<file path="config.mk">
export PLATFORM = sky130hd
export DESIGN_NAME = exe_issue_queue
export DESIGN_NICKNAME = d
export VERILOG_FILES = /design/src/rtl/exe_issue_queue_pkg.sv /design/src/rtl/exe_issue_queue_cmd_fifo.sv /design/src/rtl/exe_issue_queue.sv
export SDC_FILE = /design/constraint.sdc
export NUM_CORES = 1
export LEC_CHECK = 0
export CORE_ASPECT_RATIO = 2
export CORE_MARGIN = 8
export CORE_UTILIZATION = 50
export CTS_BUF_LIST = sky130_fd_sc_hd__clkbuf_4
export DETAILED_ROUTE_END_ITERATION = 6
export PLACE_DENSITY = 0.79
export SYNTH_ARGS = -nofsm -noshare
export SYNTH_HDL_FRONTEND = slang
export SYNTH_SLANG_ARGS = --single-unit
</file>
<file path="constraint.sdc">
create_clock -name i_clk -period 2.5 [get_ports i_clk]
set_input_delay 0.375 -clock i_clk [delete_from_list [all_inputs] [get_ports i_clk]]
set_output_delay 0.375 -clock i_clk [all_outputs]
set_load 0.02 [all_outputs]
</file>
<file path="src/rtl/exe_issue_queue_pkg.sv">
// Shared types and defaults for the exe_unit_w1 issue path.
package exe_pkg;

  localparam int EXE_M = 4;
  localparam int EXE_N = 2;

  typedef struct packed {
    logic [EXE_N-1:0] oper;
    logic [EXE_M-1:0] argA;
    logic [EXE_M-1:0] argB;
  } exe_cmd_t;

  // Opcodes select exe_unit_w1 sub-modules mod1..mod4.
  typedef enum logic [EXE_N-1:0] {
    OPER_0 = 2'b00,
    OPER_1 = 2'b01,
    OPER_2 = 2'b10,
    OPER_3 = 2'b11
  } exe_oper_e;

endpackage

</file>
<file path="src/rtl/exe_issue_queue_cmd_fifo.sv">
// Circular command store for exe_issue_queue: storage, pointers, occupancy, full/empty.
module exe_cmd_fifo #(
  parameter int W = 10,
  parameter int DEPTH = 4,
  localparam int PW = $clog2(DEPTH),
  localparam int CW = $clog2(DEPTH) + 1
) (
  input  logic          clk,
  input  logic          rsn,
  input  logic          push,
  input  logic          pop,
  input  logic          flush,
  input  logic [W-1:0]  wdata,
  output logic [W-1:0]  rdata,
  output logic [CW-1:0] count,
  output logic          full,
  output logic          empty
);

  localparam logic [1:0] S_EMPTY  = 2'd0;
  localparam logic [1:0] S_ACTIVE = 2'd1;
  localparam logic [1:0] S_FULL   = 2'd2;

  logic [W-1:0]  mem [DEPTH];
  logic [PW-1:0] wr_ptr;
  logic [PW-1:0] rd_ptr;
  logic [CW-1:0] count_next;
  logic [1:0]    state;
  logic [1:0]    state_next;

  always_comb begin
    count_next = count;
    case ({push, pop})
      2'b10:   count_next = count + 1'b1;
      2'b01:   count_next = count - 1'b1;
      default: count_next = count;
    endcase
  end

  // State is a pure function of the next occupancy, so it can never disagree with count.
  always_comb begin
    state_next = S_ACTIVE;
    if (count_next == '0)
      state_next = S_EMPTY;
    else if (count_next == CW'(DEPTH))
      state_next = S_FULL;
  end

  always_ff @(posedge clk) begin
    if (!rsn || flush) begin
      wr_ptr <= '0;
      rd_ptr <= '0;
      count  <= '0;
      state  <= S_EMPTY;
    end else begin
      if (push)
        wr_ptr <= wr_ptr + 1'b1;
      if (pop)
        rd_ptr <= rd_ptr + 1'b1;
      count <= count_next;
      state <= state_next;
    end
  end

  always_ff @(posedge clk) begin
    if (rsn && !flush && push)
      mem[wr_ptr] <= wdata;
  end

  assign rdata = mem[rd_ptr];
  assign full  = (state == S_FULL);
  assign empty = (state == S_EMPTY);

endmodule

</file>
<file path="src/rtl/exe_issue_queue.sv">
// Issue queue feeding exe_unit_w1 operand ports; tracks its one-cycle result latency.
// Optional same-edge bypass into an empty queue: define EXE_ISSUE_QUEUE_BYPASS_EN.
module exe_issue_queue
  import exe_pkg::*;
#(
  parameter int m = EXE_M,
  parameter int n = EXE_N,
  parameter int DEPTH = 4
) (
  input  logic                     i_clk,
  input  logic                     i_rsn,
  input  logic                     i_valid,
  input  logic [n-1:0]             i_oper,
  input  logic [m-1:0]             i_argA,
  input  logic [m-1:0]             i_argB,
  output logic                     o_ready,
  input  logic                     i_stall,
  input  logic                     i_flush,
  output logic [n-1:0]             o_oper,
  output logic [m-1:0]             o_argA,
  output logic [m-1:0]             o_argB,
  output logic                     o_issue_valid,
  output logic                     o_res_valid,
  output logic [$clog2(DEPTH):0]   o_count
);

  localparam int W = n + 2 * m;

  logic         full;
  logic         empty;
  logic         push;
  logic         pop;
  logic         bypass;
  logic [W-1:0] head;

  always_comb begin
    bypass = 1'b0;
`ifdef EXE_ISSUE_QUEUE_BYPASS_EN
    bypass = empty && i_valid && !i_stall && !i_flush;
`endif
  end

  assign push    = i_valid && !full && !bypass;
  assign pop     = !empty && !i_stall;
  assign o_ready = !full;

  exe_cmd_fifo #(
    .W     (W),
    .DEPTH (DEPTH)
  ) u_fifo (
    .clk   (i_clk),
    .rsn   (i_rsn),
    .push  (push),
    .pop   (pop),
    .flush (i_flush),
    .wdata ({i_oper, i_argA, i_argB}),
    .rdata (head),
    .count (o_count),
    .full  (full),
    .empty (empty)
  );

  always_ff @(posedge i_clk) begin
    if (!i_rsn) begin
      o_oper        <= '0;
      o_argA        <= '0;
      o_argB        <= '0;
      o_issue_valid <= 1'b0;
      o_res_valid   <= 1'b0;
    end else if (i_flush) begin
      o_issue_valid <= 1'b0;
      o_res_valid   <= 1'b0;
    end else begin
      o_res_valid <= o_issue_valid;
      if (pop) begin
        {o_oper, o_argA, o_argB} <= head;
        o_issue_valid            <= 1'b1;
      end else if (bypass) begin
        {o_oper, o_argA, o_argB} <= {i_oper, i_argA, i_argB};
        o_issue_valid            <= 1'b1;
      end else begin
        o_issue_valid <= 1'b0;
      end
    end
  end

endmodule

</file>
==> results of run 1 <==
sequential cells by signal, indices dropped and copies added, names as in the netlist:
signal         cells
o_argA             4
o_argB             4
o_issue_valid      1
o_oper             2
o_res_valid        1
u_fifo.count       3
u_fifo.mem        40
u_fifo.rd_ptr      2
u_fifo.state       2
u_fifo.wr_ptr      2
power by group through the flow:
| stage | Combinational [W] | Sequential (W) | Clock (W) |
|---|---|---|---|
| after floorplan | 0.0000430 | 0.00112 | 0 |
| after global placement | 0.0000952 | 0.00112 | 0 |
| after detailed placement | 0.0000995 | 0.00112 | 0 |
| after CTS | 0.0000997 | 0.00109 | 0.000875 |
| after global routing | 0.000109 | 0.00110 | 0.000922 |
| final | 0.0000990 | 0.00109 | 0.000858 |
placed cells by master, fill, tap and decap left out, types with 2 or more instances in the layout:
| master | instances |
|---|---|
| clkdlybuf4s50_1 | 30 |
| and2_1 | 4 |
| xor2_1 | 2 |
| inv_1 | 10 |
| buf_4 | 7 |
| ha_1 | 5 |
| bufinv_16 | 3 |
| a21oi_1 | 5 |
| nor2_1 | 6 |
| nor2b_1 | 2 |
| nand3_1 | 2 |
| clkbuf_4 | 11 |
| dfxtp_1 | 21 |
| a22o_1 | 10 |
| o21ai_0 | 4 |
| mux4_2 | 9 |
| or3_1 | 2 |
| edfxtp_1 | 40 |
critical path, cell delays in order, from the launching register on:
cell and delay (ns):
dfxtp_1 0.35, nor2b_1 0.28, inv_1 0.14, nand2_1 0.09
ha_1 0.17, inv_1 0.06, fa_1 0.39, xor2_1 0.16
or3_1 0.32, a211oi_1 0.22
how the worst min path moves through the flow:
stage             startpoint               end  slack [ns]  cells past startpoint
3_3_place_gp   o_issue_valid       o_res_valid        0.43                      2
5_1_grt        o_issue_valid       o_res_valid        0.46                      2
6_report       o_issue_valid       o_res_valid        0.44                      2
2_1_floorplan      i_argB[0]  u_fifo.mem[0][0]        0.47                      0
4_1_cts        o_issue_valid       o_res_valid        0.44                      2
3_5_place_dp   o_issue_valid       o_res_valid        0.43                      2
final cells by class:
type	count	area, sq um
inverter	10	37.5
fill	323	1640
clock inverter	5	98.8
sequential	61	1620
tap	55	68.8
clock buffer	11	82.6
timing repair buffer	37	353
multi-input combinational	62	606
routing by layer:
metal | wire (um) | track usage (%) | share of wire, % | up-vias
li1 | - | - | - | 613
met1 | 1700 | 13.3 | 40 | 632
met2 | 2260 | 21.7 | 53 | 33
met3 | 224 | 5.23 | 5.2 | 8
met4 | 102 | 6.90 | 2.4 | 0
met5 | 0 | 0 | 0 | -
logic make-up (layout without fill, tap and decap cells):
group | Yosys count | count (layout)
and+or+nand+nor | 20 | 20
DFF | 61 | 61
buffers and inverters | 15 | 63
adders and majority gates | 6 | 6
muxes | 10 | 10
AOI/OAI and AO/OA | 23 | 23
xor gates and xnor gates | 3 | 3
through the flow:
| step | area [sq um] | util (%) | setup WS (ns) | hold slack (ns) | std cells |
|---|---|---|---|---|---|
| after floorplan | 2290 | - | 0.395 | 0.474 | 138 |
| after global routing | 2870 | 63.6 | 0.0115 | 0.464 | 241 |
| after CTS | 2870 | 63.6 | 0.230 | 0.444 | 241 |
| after global placement | 2690 | 59.6 | 0.136 | 0.426 | 225 |
| final | 2870 | 63.6 | 0.233 | 0.438 | 241 |
| after detailed placement | 2690 | 59.6 | 0.111 | 0.428 | 225 |
==> summary.md, run 1 <==
| Metric | Value |
|---|---|
| Status | completed |
| Hold Fails Final Rpt | 0 |
| # IOs | 31 |
| Post-Synth XOR/XNOR Area | 1.15% |
| Height of the die | 112 um |
| Int Power | 0.00166 W |
| Post CTS Setup Buffer Count | 0 |
| Worst Skew | 0.0105 ns |
| Final net count | 202 |
| Cells on worst reg2reg path | 9 |
| Final Wtd Congestion | 0.795 |
| Synth Area in Simple Gates | 4.63% |
| Total CTS buffers | 9 |
| First-pass GRT wire length | 6950 um |
| Fin Setup TNS | 0 ns |
| Critical Path RT | 2.81 ns |
| Peak VDD IR | 0.000595 V |
| Post-CTS Hold Buffers | 0 |
| Post-CTS Resized | 0 |
| PortBufs | 30 |
| Post-synth EDFFs | 40 |
| Vias post-DR | 1,286 |
| Mux cell area share after synthesis | 9.98% |
| Fmax | 0.441 GHz |
| Worst R2R End | u_fifo.state[1] |
| Largest family of logic cells by synthesized area | multiplexers |
| Post-synthesis cell count | 138 |
| Tot GR Track Use | 13.0% |
| Fraction of registers with async set/reset | 0% |
| Die footprint | 7140 sq um |
| Max-slew headroom | 46.2% |
| Period utilisation layout | 90.7% |
| Largest net degree at the start of global routing | 13 |
| Layout cells sized above 1 | 16.7% |
| Switch share | 19.0% |
| Area delta synth->final | 25.0% |
| Synthesized area per cell | 16.6 sq um |
| Ys Warns | 0 |
| TritonCTS clock tree | done |
| Nature of the critical path endpoint | flip-flop |
| Distinct cell type count after synthesis | 28 |
| Antenna-violating nets left | 0 |
| Syn nets | 159 |
| Synth Register Bits | 61 |
| Switching pwr | 0.000389 W |
| Ant diodes | 0 |
| # Max-Cap Violations | 0 |
| Largest cells by area after synthesis | edfxtp_1, dfxtp_1, mux4_2, a22o_1, ha_1 |
| Row Count | 35 |
| Initial antenna violation count | 0 |
| Worst setup path endpoint | u_fifo.state[1] |
| Logic pwr share | 4.8% |
| Crit Path Max Fanout | 4 |
| RSZ-0062 raised after global routing | no |
| Worst-Skew Late Latency | 0.39 ns |
| Period minus WS final | 2.27 ns |
| Tightest Hold Check Type | flip-flop to flip-flop |
| CTS Sinks | 61 |
| Slew Viols, Final | 0 |
| Largest area contributor in the netlist | edfxtp_1 |
| Initial drt markers | 34 |
| Drt total wl | 4280 um |
| Adder-cell share of the synthesized area | 3.60% |
| Crit path from | u_fifo.state[1] |
| Worst reg2reg startpoint | u_fifo.state[1] |
| Post-synthesis sequential area ratio | 70.7% |
| Total gr overflow | 0 |
| CP arrival | 2.57 ns |
| Routed vias/inst | 5.34 |
| Wire per inst | 17.8 um |
| HPWL after detailed placement | 2970 um |
| Synth top area share | 52.3% |
| Commonest cells post-synth | edfxtp_1, dfxtp_1, a22o_1, inv_1, mux4_2 |
| Complex-gate fraction of the synthesized area | 7.03% |
| Vias in the first global route | 1,426 |
| Worst Setup Start Kind | flip-flop |
| # setup viols final | 0 |
| CP Class | flip-flop to flip-flop |
| R2R setup slack | 0.23 ns |
| Synthesized area | 2290 sq um |
| Count leader, synth | edfxtp_1 |
| Worst-margin pin slew | 0.804 ns |
| Root buffer cell | clkbuf_4 |
| # DRC | 0 |
| Pwr Total | 0.00205 W |
| Sequential power share | 53.3% |
| Initial Utilization | 50.9% |
| Leak Pwr | 0.998 nW |
| P per Cell Area | 715 nW/um^2 |
| H-tree levels | 3 |
| Core ar. | 4510 sq um |
| Clock share of power | 41.9% |
| Die X | 63.9 um |
| Top_reg_cell synth | edfxtp_1 |
| DRT Pass-1 Iters | 4 |
| Clk buf depth | 2 |
| Reg clk slew, reported paths | 0.09 ns |
Note: power is estimated with default switching activity, not from simulation.
==> inputs of run 2 (changes only) <==
GPL_ROUTABILITY_DRIVEN = 1   (was unset)
SETUP_SLACK_MARGIN = 0.2   (was unset)
==> run 2 against run 1 <==
  * Non-clock buffer count stayed put
  * Count of clock-buffer cells in the layout is the same
  * Final area rose by 0.44%
  * Maximum frequency up 7.2%
  * Sequential power about the same
  * Global-route usage did not move
  * Hold slack about the same
  * Die area did not move
  * Combinational power grew 0.8%
  * Flip-flop and latch count unchanged
  * Critical endpoint unchanged
==> summary.md, run 2 (same netlist as run 1, synthesis figures left out) <==
| Metric | Value |
|---|---|
| Status | completed |
| Fin Setup TNS | 0 ns |
| First-pass GRT wire length | 6950 um |
| # Max-Cap Violations | 0 |
| CTS Sinks | 61 |
| Initial antenna violation count | 0 |
| Worst reg2reg startpoint | u_fifo.state[1] |
| Worst Setup Start Kind | flip-flop |
| Fin worst setup slack | 0.385 ns |
| Crit path from | u_fifo.state[1] |
| Fmax | 0.473 GHz |
| Height of the die | 112 um |
| Reg clk slew, reported paths | 0.09 ns |
| HPWL after detailed placement | 2970 um |
| Total CTS buffers | 9 |
| Nature of the critical path endpoint | flip-flop |
| Antenna-violating nets left | 0 |
| Drt total wl | 4280 um |
| Post-CTS Hold Buffers | 0 |
| Most flop-heavy register | u_fifo.mem |
| Min-delay src | o_issue_valid |
| Top flop regs | u_fifo.mem x40, o_argA x4, o_argB x4 |
| WHS | 0.438 ns |
| Leak Pwr | 0.999 nW |
| CP arrival | 2.43 ns |
| Worst-Skew Late Latency | 0.39 ns |
| Critical Path RT | 2.81 ns |
| Clk buf depth | 2 |
| CP Class | flip-flop to flip-flop |
| Ant diodes | 0 |
| Post-CTS Resized | 0 |
| Period utilisation layout | 84.6% |
| # DRC | 0 |
| Tot GR Track Use | 13.0% |
| Initial drt markers | 27 |
| Final net count | 202 |
| Root buffer cell | clkbuf_4 |
| R2R setup slack | 0.38 ns |
| Worst-margin pin slew | 0.799 ns |
| Row Count | 35 |
| Total gr overflow | 0 |
| Hold Fails Final Rpt | 0 |
| Initial Utilization | 50.9% |
| P per Cell Area | 712 nW/um^2 |
| Peak VDD IR | 0.000595 V |
| Vias post-DR | 1,300 |
| Period minus WS final | 2.12 ns |
| Most frequent cells in the layout | edfxtp_1, clkdlybuf4s50_1, dfxtp_1 |
| PortBufs | 30 |
| RSZ-0062 raised after global routing | no |
| H-tree levels | 3 |
| Max-slew headroom | 46.6% |
| # IOs | 31 |
| Vias in the first global route | 1,426 |
| Crit Path Max Fanout | 4 |
| Area delta synth->final | 25.5% |
| Wire per inst | 17.7 um |
| Routed vias/inst | 5.39 |
| TritonCTS clock tree | done |
| Die footprint | 7140 sq um |
| Final Wtd Congestion | 0.795 |
| Slew Viols, Final | 0 |
| Post CTS Setup Buffer Count | 0 |
| DRT Pass-1 Iters | 4 |
| Die X | 63.9 um |
| Tightest Hold Check Type | flip-flop to flip-flop |
| # setup viols final | 0 |
| Most common cell after layout, fill and taps aside | edfxtp_1 |
| Core ar. | 4510 sq um |
| Largest net degree at the start of global routing | 13 |
| Pwr Total | 0.00205 W |
| Worst Skew | 0.0105 ns |
| Layout cells sized above 1 | 17.7% |
| Max reg flops | 40 |
| Pre-CTS setup slack | 0.111 ns |
## run 2: changes by cell type in the layout (fill, tap and decap cells not counted)
| cell | before | now |
|---|---|---|
| nor2b_4 | 0 | 1 |
| a211oi_2 | 0 | 1 |
| a211oi_1 | 1 | 0 |
| nor2b_1 | 2 | 1 |
## run 2: power by group
group          leakage, nW  switching, W  internal [W]
Combinational        0.369     0.0000482     0.0000516
Clock               0.0985      0.000331      0.000525
Sequential           0.531    0.00000862       0.00109
Total                0.999      0.000388       0.00166
## run 2: final cells by class
class	instances	area [sq um]
clock inverters	5	98.8
multi-input cells	62	618
inverters	10	37.5
fillers	319	1630
repair buffers	37	353
well taps	55	68.8
clock buffers	11	82.6
flip-flops and latches	61	1620
## run 2: path summary, 6_finish.rpt
kind	to	cells past startpoint
hold / removal	o_res_valid	2
setup reg to reg	u_fifo.state[1]	9
setup / recovery	u_fifo.state[1]	9
hold reg to reg	o_res_valid	2
## run 2: worst max-delay path, stage by stage, from the launching register on
cell and delay, ns:
dfxtp_1 0.35, nor2b_4 0.19, inv_1 0.10, nand2_1 0.08, ha_1 0.17, inv_1 0.06, fa_1 0.39, xor2_1 0.16
or3_1 0.34, a211oi_2 0.21
## run 2: metal layers
layer  wire, um  global-route usage [%]  part of all wire [%]
met1       1680                    13.3                    39
met2       2270                    21.7                    53
met3        218                    5.23                   5.1
met4        102                    6.90                   2.4
met5          0                       0                     0
## run 2: through the flow
step | utilization (%) | cells | instance area, sq um
finish | 63.9 | 241 | 2880
global route | 63.9 | 241 | 2880
CTS | 63.6 | 241 | 2870
detailed placement | 59.6 | 225 | 2690
global placement | 59.6 | 225 | 2690
floorplan | - | 138 | 2290
==> inputs of run 3 (changes only) <==
clock period = 1.99 ns   (was 2.5 ns; I/O delays follow)
==> run 3 against run 2 <==
  * Clock skew increased by 0.0064 ns
  * Final area increased by 5.0%
  * Setup slack got worse by 0.32 ns
  * Non-clock buffer count increased by 12
  * Sequential share of layout area decreased by 2.6 points
  * Combinational power increased by 43%
  * Clock power increased by 25%
  * Count of clock-buffer cells in the layout unchanged
  * First-iteration DRC count increased by 7.4%
  * Maximum frequency increased by 10%
  * Largest cell class unchanged
  * Critical path type unchanged
  * Flip-flop and latch count unchanged
==> summary.md, run 3 (same netlist as run 1, synthesis figures left out) <==
| Metric | Value |
|---|---|
| Non-Filler Instances | 253 |
| # Max-Cap Violations | 0 |
| # DRC | 0 |
| Ant diodes | 0 |
| Nature of the critical path endpoint | flip-flop |
| Dpl cells | 232 |
| Fillers | 315 |
| Clock share of power | 41.4% |
| Row Count | 35 |
| Final net count | 214 |
| Top flop regs | u_fifo.mem x40, o_argA x4, o_argB x4 |
| Peak VDD IR | 0.000926 V |
| Sequential power share | 53.1% |
| Tightest Hold Check Type | flip-flop to flip-flop |
| Period utilisation layout | 96.5% |
| Area delta synth->final | 31.8% |
| Vias in the first global route | 1,441 |
| # IOs | 31 |
| GRT busiest layer | met2 |
| Leak Pwr | 1.08 nW |
| Most flop-heavy register | u_fifo.mem |
| Tot GR Track Use | 13.7% |
| Finished Core Util | 67.0% |
| M2 GR Usage | 23.5% |
| Max reg flops | 40 |
| PortBufs | 30 |
| Most frequent cells in the layout | edfxtp_1, clkdlybuf4s50_1, dfxtp_1, buf_4, clkbuf_4 |
| Routed vias/inst | 5.34 |
| Post-CTS Hold Buffers | 0 |
| H-tree levels | 3 |
| P per Cell Area | 855 nW/um^2 |
| Clk buf depth | 2 |
| Reg clk slew, reported paths | 0.10 ns |
| TritonCTS clock tree | done |
| Switch share | 18.8% |
| DRT Pass-1 Iters | 4 |
| Logic pwr share | 5.5% |
| Largest net degree at the start of global routing | 13 |
| Met3 usage | 5.33% |
| Core ar. | 4510 sq um |
| Fmax | 0.521 GHz |
| Wire per inst | 17.7 um |
| HPWL after detailed placement | 3140 um |
| Antenna-violating nets left | 0 |
| Status | completed |
| Int Power | 0.00210 W |
| Pwr Total | 0.00259 W |
| Slew Viols, Final | 0 |
| Worst-margin pin slew | 0.552 ns |
| Die footprint | 7140 sq um |
| Most common cell after layout, fill and taps aside | edfxtp_1 |
| Initial drt markers | 29 |
| CP arrival | 2.23 ns |
| Drt total wl | 4480 um |
| CTS Sinks | 61 |
| Met1 usage | 13.6% |
| Switching pwr | 0.000487 W |
| Worst Skew | 0.0169 ns |
| # setup viols final | 0 |
| Initial Utilization | 50.9% |
| First-pass GRT wire length | 7230 um |
| RSZ-0062 raised after global routing | yes |
| Height of the die | 112 um |
| Layout cells sized above 1 | 28.8% |
| Total gr overflow | 0 |
| Vias post-DR | 1,350 |
| Root buffer cell | clkbuf_4 |
| Period minus WS final | 1.92 ns |
| Initial antenna violation count | 0 |
| Final Wtd Congestion | 0.771 |
| Critical Path RT | 2.30 ns |
| Total CTS buffers | 9 |
| CP Class | flip-flop to flip-flop |
| Crit Path Max Fanout | 4 |
| Die X | 63.9 um |
| Hold Fails Final Rpt | 0 |
| Max-slew headroom | 63.1% |
| Worst Setup Start Kind | flip-flop |
| Worst-Skew Late Latency | 0.39 ns |
==> run 3: cell types whose count changed in the layout (fill, tap and decap cells not counted), sizes merged <==
cell,change
buf,+12
clkdlybuf4s50,-2
dlymetal6s2s,+1
dlygate4sd2,+1
==> run 3: path summary, 6_finish.rpt <==
check	cells after the start	end	from	slack, ns
setup / recovery	9	u_fifo.state[1]	u_fifo.state[1]	0.07
hold / removal	2	o_res_valid	o_issue_valid	0.44
setup reg to reg	9	u_fifo.state[1]	u_fifo.state[1]	0.07
hold reg to reg	2	o_res_valid	o_issue_valid	0.44
==> run 3: layout make-up <==
| class | count | area (sq um) | share of cell area (%) |
|---|---|---|---|
| clock buffer | 11 | 82.6 | 2.73 |
| multi-input combinational | 62 | 666 | 22.0 |
| tap | 55 | 68.8 | 2.28 |
| timing repair buffer | 49 | 444 | 14.7 |
| sequential | 61 | 1620 | 53.7 |
| clock inverter | 5 | 98.8 | 3.27 |
| inverter | 10 | 40.0 | 1.32 |
==> run 3: critical path: stages (launching register included) <==
cell and delay [ns]:
dfxtp_2 0.34, nor2b_4 0.19, inv_4 0.06, nand2_4 0.07, ha_4 0.13, inv_2 0.03
fa_2 0.34, xor2_1 0.15, or3_1 0.34, a211oi_2 0.18
==> run 3: power by group through the flow <==
stage	combinational [W]	clock (W)	sequential, W
5_1_grt	0.000156	0.00115	0.00138
6_report	0.000143	0.00107	0.00137
4_1_cts	0.000139	0.00109	0.00137
3_3_place_gp	0.000129	0	0.00140
2_1_floorplan	0.0000584	0	0.00141
3_5_place_dp	0.000136	0	0.00140
==> run 3: through the flow <==
stage          setup WS (ns)  instance area, sq um  hold slack, ns   TNS, ns
2_1_floorplan          0.114                  2330           0.397         0
3_3_place_gp          -0.213                  2770           0.418    -0.491
3_5_place_dp          -0.262                  2770           0.423     -1.17
4_1_cts               0.0884                  3000           0.439         0
5_1_grt             -0.00483                  3020           0.453  -0.00483
6_report              0.0693                  3020           0.436         0
==> run 3: repair_timing <==
action | 4_1_cts | 5_1_grt
resized for setup | 6 | 6
setup buffers | 5 | 0
pin swaps | 1 | 1
endpoints found under the hold margin | 0 | 0
cloned | 0 | 0
endpoints found under the setup margin | 4 | 46
==> run 3: per-layer routing <==
metal,up-vias,routed length (um),part of all wire (%)
met5,-,0,0
met3,11,221,4.9
met4,0,115,2.6
met1,669,1670,37
li1,633,-,-
met2,37,2480,55
